[src/rtl/uart_pkg.sv]
// uart_pkg
// Shared definitions for the UART transmit-side blocks.
//   arb_state_t : state encoding of the transmit arbiter
//   CNT_W       : width of the timeout and gap counters
package uart_pkg;

  localparam int CNT_W = 16;

  typedef enum logic [1:0] {
    IDLE      = 2'd0,
    ISSUE     = 2'd1,
    WAIT_DONE = 2'd2,
    GAP       = 2'd3
  } arb_state_t;

endpackage

[src/rtl/rr_pick.sv]
// rr_pick
// Combinational round-robin priority encoder.
// Ports:
//   req        in  : request vector, one bit per requester
//   last_grant in  : index of the previous winner
//   pick_id    out : first requester found searching upward from last_grant+1, wrapping
//   pick_valid out : at least one request is set
module rr_pick #(
  parameter int NUM_SRC = 4
) (
  input  logic [NUM_SRC-1:0]         req,
  input  logic [$clog2(NUM_SRC)-1:0] last_grant,
  output logic [$clog2(NUM_SRC)-1:0] pick_id,
  output logic                       pick_valid
);

  localparam int ID_W = $clog2(NUM_SRC);

  logic [ID_W-1:0] hi_id;
  logic [ID_W-1:0] lo_id;
  logic            hi_valid;
  logic            lo_valid;

  // Requesters above last_grant beat those at or below it; within each half
  // the lowest index wins, so scanning downward leaves the lowest one behind.
  always_comb begin
    hi_id    = '0;
    lo_id    = '0;
    hi_valid = 1'b0;
    lo_valid = 1'b0;
    for (int i = NUM_SRC - 1; i >= 0; i--) begin
      if (req[i]) begin
        if (i > int'(last_grant)) begin
          hi_id    = ID_W'(i);
          hi_valid = 1'b1;
        end else begin
          lo_id    = ID_W'(i);
          lo_valid = 1'b1;
        end
      end
    end
  end

  assign pick_valid = hi_valid | lo_valid;
  assign pick_id    = hi_valid ? hi_id : lo_id;

endmodule

[src/rtl/uart_tx_arb.sv]
// uart_tx_arb
// Shares the uart_duplex transmitter between NUM_SRC byte-stream sources.
// A source owns the transmitter for a whole message (through the byte flagged
// last); owners rotate round-robin, with GAP_CYCLES idle cycles after each one.
// Ports:
//   ifclk, resetb      : clock, asynchronous active-low reset
//   src_valid/data/last: per-source byte offer (byte i at src_data[8i+7:8i])
//   src_ready          : one-cycle accept pulse to the owner
//   uart_tx_data/we    : to uart_duplex tx_data / we
//   tx_busy, tx_done   : from uart_duplex
//   grant_valid/id     : current (or last) owner
//   timeout_err        : one-cycle pulse when an idle owner loses the grant
module uart_tx_arb
  import uart_pkg::*;
#(
  parameter int NUM_SRC        = 4,
  parameter int GAP_CYCLES     = 16,
  parameter int TIMEOUT_CYCLES = 4096
) (
  input  logic                       ifclk,
  input  logic                       resetb,
  input  logic [NUM_SRC-1:0]         src_valid,
  input  logic [8*NUM_SRC-1:0]       src_data,
  input  logic [NUM_SRC-1:0]         src_last,
  output logic [NUM_SRC-1:0]         src_ready,
  output logic [7:0]                 uart_tx_data,
  output logic                       uart_we,
  input  logic                       tx_busy,
  input  logic                       tx_done,
  output logic                       grant_valid,
  output logic [$clog2(NUM_SRC)-1:0] grant_id,
  output logic                       timeout_err
);

  localparam int ID_W = $clog2(NUM_SRC);

  // GAP always lasts at least one cycle, even with GAP_CYCLES = 0.
  localparam logic [CNT_W-1:0] GAP_LAST = CNT_W'((GAP_CYCLES == 0) ? 0 : GAP_CYCLES - 1);
  localparam logic [CNT_W-1:0] TO_LIMIT = CNT_W'(TIMEOUT_CYCLES);

  arb_state_t       state;
  arb_state_t       state_next;
  logic [ID_W-1:0]  last_grant;
  logic             last_q;
  logic [CNT_W-1:0] to_cnt;
  logic [CNT_W-1:0] gap_cnt;
  logic [ID_W-1:0]  pick_id;
  logic             pick_valid;
  logic             fire;
  logic             to_hit;
  logic             gap_end;
  logic [7:0]       src_bytes [NUM_SRC];

  for (genvar i = 0; i < NUM_SRC; i++) begin : g_bytes
    assign src_bytes[i] = src_data[8*i +: 8];
  end

  rr_pick #(
    .NUM_SRC (NUM_SRC)
  ) u_rr_pick (
    .req        (src_valid),
    .last_grant (last_grant),
    .pick_id    (pick_id),
    .pick_valid (pick_valid)
  );

  assign uart_tx_data = grant_valid ? src_bytes[grant_id] : 8'h00;

  always_ff @(posedge ifclk or negedge resetb) begin
    if (!resetb) begin
      state <= IDLE;
    end else begin
      state <= state_next;
    end
  end

  // The timeout check takes precedence over a byte offered in the same cycle:
  // once the limit is reached the grant is gone.
  always_comb begin
    state_next  = state;
    uart_we     = 1'b0;
    src_ready   = '0;
    timeout_err = 1'b0;
    fire        = 1'b0;
    to_hit      = 1'b0;
    gap_end     = 1'b0;
    case (state)
      IDLE: begin
        if (pick_valid) begin
          state_next = ISSUE;
        end
      end
      ISSUE: begin
        if (to_cnt == TO_LIMIT) begin
          to_hit      = 1'b1;
          timeout_err = 1'b1;
          state_next  = GAP;
        end else if (src_valid[grant_id] && !tx_busy) begin
          fire                = 1'b1;
          uart_we             = 1'b1;
          src_ready[grant_id] = 1'b1;
          state_next          = WAIT_DONE;
        end
      end
      WAIT_DONE: begin
        if (tx_done) begin
          state_next = last_q ? GAP : ISSUE;
        end
      end
      GAP: begin
        if (gap_cnt >= GAP_LAST) begin
          gap_end    = 1'b1;
          state_next = IDLE;
        end
      end
      default: state_next = IDLE;
    endcase
  end

  always_ff @(posedge ifclk or negedge resetb) begin
    if (!resetb) begin
      grant_valid <= 1'b0;
      grant_id    <= '0;
      last_grant  <= ID_W'(NUM_SRC - 1);
      last_q      <= 1'b0;
      to_cnt      <= '0;
      gap_cnt     <= '0;
    end else begin
      case (state)
        IDLE: begin
          if (pick_valid) begin
            grant_id    <= pick_id;
            last_grant  <= pick_id;
            grant_valid <= 1'b1;
            to_cnt      <= '0;
          end
        end
        ISSUE: begin
          if (to_hit) begin
            grant_valid <= 1'b0;
            gap_cnt     <= '0;
          end else if (fire) begin
            last_q <= src_last[grant_id];
            to_cnt <= '0;
          end else if (!src_valid[grant_id]) begin
            to_cnt <= to_cnt + CNT_W'(1);
          end
        end
        WAIT_DONE: begin
          if (tx_done) begin
            if (last_q) begin
              grant_valid <= 1'b0;
              gap_cnt     <= '0;
            end else begin
              to_cnt <= '0;
            end
          end
        end
        GAP: begin
          gap_cnt <= gap_end ? '0 : gap_cnt + CNT_W'(1);
        end
        default: ;
      endcase
    end
  end

endmodule
[config.mk]
export PLATFORM = sky130hd
export DESIGN_NAME = uart_tx_arb
export DESIGN_NICKNAME = d
export VERILOG_FILES = /design/src/rtl/uart_pkg.sv /design/src/rtl/rr_pick.sv /design/src/rtl/uart_tx_arb.sv
export SDC_FILE = /design/constraint.sdc
export NUM_CORES = 1
export LEC_CHECK = 0
export BUFFER_PORTS_ARGS = -buffer_cell sky130_fd_sc_hd__buf_4
export CORE_MARGIN = 2
export CORE_UTILIZATION = 35
export CTS_CLUSTER_SIZE = 24
export DETAILED_ROUTE_END_ITERATION = 6
export HOLD_SLACK_MARGIN = 0.1
export PLACE_DENSITY_LB_ADDON = 0.3
export SLEW_MARGIN = 25
export SYNTH_ARGS = -nofsm -noshare
export SYNTH_HDL_FRONTEND = slang
export SYNTH_SLANG_ARGS = --single-unit
[constraint.sdc]
create_clock -name ifclk -period 4.2 [get_ports ifclk]
set_input_delay 0.21 -clock ifclk [delete_from_list [all_inputs] [get_ports ifclk]]
set_output_delay 0.21 -clock ifclk [all_outputs]
set_load 0.03 [all_outputs]
# After elaboration in Yosys (flattened, before gate mapping)
# Cells that the tools add are included.
[totals]
ff_bits = 40
latchBits = 0
ramBits = 0
rom_bits = 0
out_inout_bits = 17
mem_count = 0
[op_classes]
addsub = 2
multipliers = 0
div_mod_pow = 0
n_lt_le_gt_ge = 7
n_eq_ne = 13
n_shift = 0
mux = 71
bitwise = 3
reduce_logical = 12
[op_table]
columns = ["operator", "n"]
rows = [
  ["$mux W16", 10],
  ["$pmux W16 S3", 2],
  ["$mux W2", 20],
  ["$add A16 B1 Y16 const B", 2],
  ["$mux W1", 27],
  ["$mux W8", 3],
  ["$bmux W8 S2", 1],
  ["$eq A16 B13 Y1 const B", 1],
  ["$ge A16 B4 Y1 const B", 1],
  ["$ne A2 B2 Y1 const B", 7],
  ["$mux W4", 3],
  ["$pmux W2 S4", 1],
  ["$reduce_and A4 Y1", 2],
  ["$ne A3 B3 Y1 const B", 2],
  ["$reduce_and A6 Y1", 1],
  ["$reduce_bool A3 Y1", 2],
  ["$reduce_and A5 Y1", 1],
  ["$bmux W1 S2", 2],
  ["$eq A2 B2 Y1 const B", 2],
  ["$gt A2 B2 Y1 const A", 2],
  ["$ge A3 B3 Y1 const B", 1],
  ["$lt A2 B3 Y1 const B", 1],
  ["$not A2 Y3", 1],
  ["$pmux W1 S3", 1],
  ["11 further kinds", 12],
]

# Depth between registers and ports, before layout
[logic_depth]
depth_word = 11
depth_mapped = 8
mapped_depth_nobuf = 7

# Cells and area by module
# From an unflattened synthesis, not the netlist that was laid out.
[hier_totals]
hier_cells = 264
hier_area_um2 = 2560.0
[by_module_without_submodules]
columns = ["module", "n_inst", "cells_each", "area_per_inst_um2"]
rows = [
  ["uart_tx_arb", 1, 251, 2487.4],
  ["rr_pick", 1, 13, 72.6],
]

# Worst setup path before layout
# Ideal clock, no wire load.
[synth_timing]
path_type = "register to output"
start = "reg grant_id[1]"
end = "out src_ready[0]"
arrival_time_ns = 2.831
required_ns = 3.990
setup_slack_ns = 1.159
stages_incl_launch_ff = 6
n_path_buf = 1
cell_sequence = "dfrtp_1 > buf_6 > mux4_2 > nand2b_1 > nor3_1 > nor3b_1"
[synth_via]
elab_chain_cells = 7
elab_cells_between_ends = 11
[synth_rtl]
columns = ["element", "line_no", "source"]
rows = [
  ["start, declared", "uart_tx_arb.sv:31", "output logic [$clog2(NUM_SRC)-1:0] grant_id,"],
  ["start signal, assigned", "uart_tx_arb.sv:132", "grant_id <= pick_id;"],
  ["$lt A2 B3 Y1 (implied by the code) / $ge A2 B1 Y1 (equally long branches)", "uart_tx_arb.sv:101", "src_ready[grant_id] = 1'b1;"],
  ["$logic_and A1 B1 Y1 (implied by the code)", "uart_tx_arb.sv:101", ""],
  ["$mux W1 (implied by the code)", "uart_tx_arb.sv:101", ""],
  ["$demux W1 S2", "uart_tx_arb.sv:101", ""],
  ["$mux W4 *", "uart_tx_arb.sv:98", "end else if (src_valid[grant_id] && !tx_busy) begin"],
  ["$mux W4 *", "uart_tx_arb.sv:94", "if (to_cnt == TO_LIMIT) begin"],
  ["$mux W4 *", "uart_tx_arb.sv:87", "case (state)"],
  ["end, declared", "uart_tx_arb.sv:25", "output logic [NUM_SRC-1:0] src_ready,"],
]
# Mark *: on every way between the ends. The rest lies on a longest branch, timed or not. The select of a mux whose other input is x is not followed.

# Worst setup path after layout
[layout_timing]
start = "reg grant_id[0]"
end = "out src_ready[0]"
# The elaborated chain is that of the path after synthesis.

==> results.sh <==
export IMPL_status="completed"
export IMPL_dr_pass1_iters=4
export IMPL_min_path_type="primary input to flip-flop"
export IMPL_r2r_end="gap_cnt[14]$_DFFE_PN0P_"
export IMPL_synth_area_leaders="dfrtp_1 (36%), mux4_2 (7.7%), and3_1 (4.0%), ha_1 (3.8%), nor2_1 (3.7%)"
export IMPL_rows=31
export IMPL_synth_adder_area_share=0.0381
export IMPL_core_area_um2=7250
export IMPL_clock_path_buffers=2
export IMPL_avgSynthCellArea_um2=9.80
export IMPL_numCtsBuffers=5
export IMPL_finalMaxSlewViolations=0
export IMPL_syn_to_final_growth_pct=25.0
export IMPL_grt_total_usage=0.150
export IMPL_period_share=0.662
export IMPL_yosys_register_bits=40
export IMPL_slew_headroom=0.505
export IMPL_synth_async_sr_flop_share=1.00
export IMPL_yosys_area_share_xor_xnor=0.00333
export IMPL_p_per_area_nw_per_um2=537
export IMPL_synth_edf_count=0
export IMPL_grt_pass1_vias=2180
export IMPL_synth_compound_area_share=0.157
export IMPL_vias=2315
export IMPL_hp_start="src_valid[0]"
export IMPL_netlist_area_um2=2630
export IMPL_holdPathEnd="last_grant[1]$_DFFE_PN1P_"
export IMPL_reg2reg_depth=7
export IMPL_fin_skew_ns=0.0136
export IMPL_tightestPinTransition_ns=0.740
export IMPL_end_kind="primary output"
export IMPL_die_area_um2=8210
export IMPL_synth_top_area_frac=0.362
export IMPL_max_stage_delay_ns=0.79
export IMPL_io_pins=61
export IMPL_fmaxAchievable_ghz=0.360
export IMPL_ys_seq_area_frac=0.382
export IMPL_path_buf_inv=1
export IMPL_chipWidth_um=90.6
export IMPL_cts_sinks=40
export IMPL_clk_pin_slew_ns=0.09
export IMPL_finalSetupViolCount=0
export IMPL_grt_ovfl_total=0
export IMPL_drive_gt1_frac=0.286
export IMPL_power_mw=1.76
export IMPL_start_util=0.362
export IMPL_irDropWorstVdd_mv=0.179
export IMPL_grt_pass1_wl_mm=10.3
export IMPL_cts_tree="done"
export IMPL_yosysUniqueCellTypes=47
export IMPL_layout_min_cycle_time_ns=2.78
export IMPL_htree_levels=2
export IMPL_r2r_slack_ns=1.58
export IMPL_grt_start_max_net_pins=41
export IMPL_route_detailed_drc=0
export IMPL_wl_mm=6.07
export IMPL_clockRootBuffer="clkbuf_8"
export IMPL_cp_max_fo=16
export IMPL_cp_cell_sequence="mux4_2, nand2b_1, nor3_1, nor3b_1, buf_4"
export IMPL_worstSetupPathType="flip-flop to primary output"
export IMPL_rr_startpoint="to_cnt[0]$_DFFE_PN0P_"
export IMPL_io_buffers=60
export IMPL_setup_worst_path_start_class="flip-flop"
export IMPL_n_antenna_cell=0
export IMPL_ys_warn_count=0
export IMPL_die_h_um=90.6
export IMPL_rsz0062_at_grt="false"
export IMPL_hold_path_depth=4
export IMPL_place_congestion=0.865
export IMPL_worstPathRequired_ns=3.99
export IMPL_syn_inst=268
export IMPL_final_common_cell="buf_4"
export IMPL_crit_family="simple AND/OR/NAND/NOR gates"
export IMPL_post_drt_wl_per_cell_um=14.2
export IMPL_vias_per_cell=5.41
export IMPL_antenna_found_initial=0
export IMPL_hold_viol_final=0
export IMPL_mostFrequentLayoutCells="buf_4 (61), dfrtp_1 (38), nor2_1 (26), nand2_1 (17), and3_1 (17)"
export IMPL_timing_critical_path_slowest_stage_cell="dfrtp_1"
export IMPL_synth_top_area_cell="dfrtp_1"
export IMPL_dp_hpwl_mm=4.50
export IMPL_startpoint="grant_id[0]$_DFFE_PN0P_"
export IMPL_clock_latency_ns=0.29
export IMPL_final_antenna_net_count=0
export IMPL_static_leakage_power_nw=1.58
export IMPL_synth_mux_area_fraction=0.103
export IMPL_drtIter0Drc=151
export IMPL_cp_arrival_ns=2.57
export IMPL_postCtsSetupBuffers=0
export IMPL_ys_flop_type="dfrtp_1"
export IMPL_fin_tns_setup_ns=0
export IMPL_finalNetCount=380
export IMPL_drv_cap=0
export IMPL_synth_top_family_by_area="simple AND/OR/NAND/NOR gates"
export IMPL_syn_nets=320
export IMPL_synth_simple_gate_area_frac=0.283
[synth_stat cells, drive strengths merged (2+ instances only)]
cell type / instances
a211o: 10
a21o: 2
a21oi: 8
a221o: 4
a31oi: 8
a41oi: 5
and2: 11
and3: 17
and4: 3
buf: 7
clkbuf: 2
dfrtp: 38
dfstp: 2
ha: 8
inv: 9
mux2i: 3
mux4: 10
nand2: 17
nand2b: 2
nand3: 9
nand4: 3
nor2: 26
nor2b: 3
nor3: 14
nor3b: 4
nor4: 8
o21a: 5
o21ai: 11
or2: 3
or3: 4
[cell families after synthesis]
family / Yosys count
buf+inv: 18
fa+ha+maj: 8
simple gates: 129
compound gates: 58
mux: 14
xor+xnor: 1
flops: 40
[worst reg2reg max path, cell delays in order, from the launching register on]
cell and delay, ns:
dfrtp_1 0.41, inv_1 0.10, ha_1 0.14, nor3b_1 0.26, a41oi_1 0.32, or3_1 0.51
nor2_1 0.61, nor2_1 0.13
[flip-flops by register name, indices dropped and copies added, names as in the netlist]
signal and count:
last_grant 2, gap_cnt 16, grant_valid 1, grant_id 2, state 2, last_q 1, to_cnt 16
[timing repair]
| action | CTS | global route |
|---|---|---|
| hold endpoints to repair | 38 | 0 |
| hold buffers | 1 | 0 |
| gates resized for setup | 0 | 0 |
[stage by stage]
stage / std cells / utilization / area [µm²] / hold WS, ns / worst slack, ns
after floorplan: 268 / - / 2630 / -0.0856 / 1.16
after global placement: 419 / 0.435 / 3150 / 0.229 / 1.61
after detailed placement: 419 / 0.435 / 3150 / 0.229 / 1.57
after CTS: 428 / 0.453 / 3280 / 0.332 / 1.31
after global routing: 428 / 0.453 / 3280 / 0.393 / 1.13
final: 428 / 0.453 / 3280 / 0.353 / 1.42
[how the worst max path moves through the flow]
stage	endpoint	depth (start not counted)
after global routing	src_ready[0]	5
after detailed placement	gap_cnt[14]$_DFFE_PN0P_	5
after global placement	gap_cnt[5]$_DFFE_PN0P_	5
after floorplan	src_ready[0]	5
final	src_ready[0]	5
after CTS	src_ready[0]	5
[cell type report]
| type | instances | area [µm²] |
|---|---|---|
| Clock inverter | 2 | 38.8 |
| Fill cell | 674 | 3970 |
| Multi-Input combinational cell | 210 | 1530 |
| Clock buffer | 6 | 82.6 |
| Tap cell | 99 | 124 |
| Inverter | 9 | 33.8 |
| Timing Repair Buffer | 62 | 468 |
| Sequential cell | 40 | 1000 |
[routing by layer]
| metal | track usage | vias to the layer above | part of all wire |
|---|---|---|---|
| met1 | 0.207 | 1110 | 0.48 |
| met4 | 0.0308 | 0 | 0.0099 |
| met5 | 0 | - | 0 |
| met3 | 0.0376 | 7 | 0.055 |
| met2 | 0.239 | 59 | 0.46 |
| li1 | - | 1139 | - |
[power by group]
part           internal [mW]  switching [mW]  total [mW]
clock network          0.194           0.138       0.333
registers              0.446           0.110       0.557
logic                  0.375           0.501       0.875
total                   1.02           0.749        1.76
(Power assumes the default switching activity.)
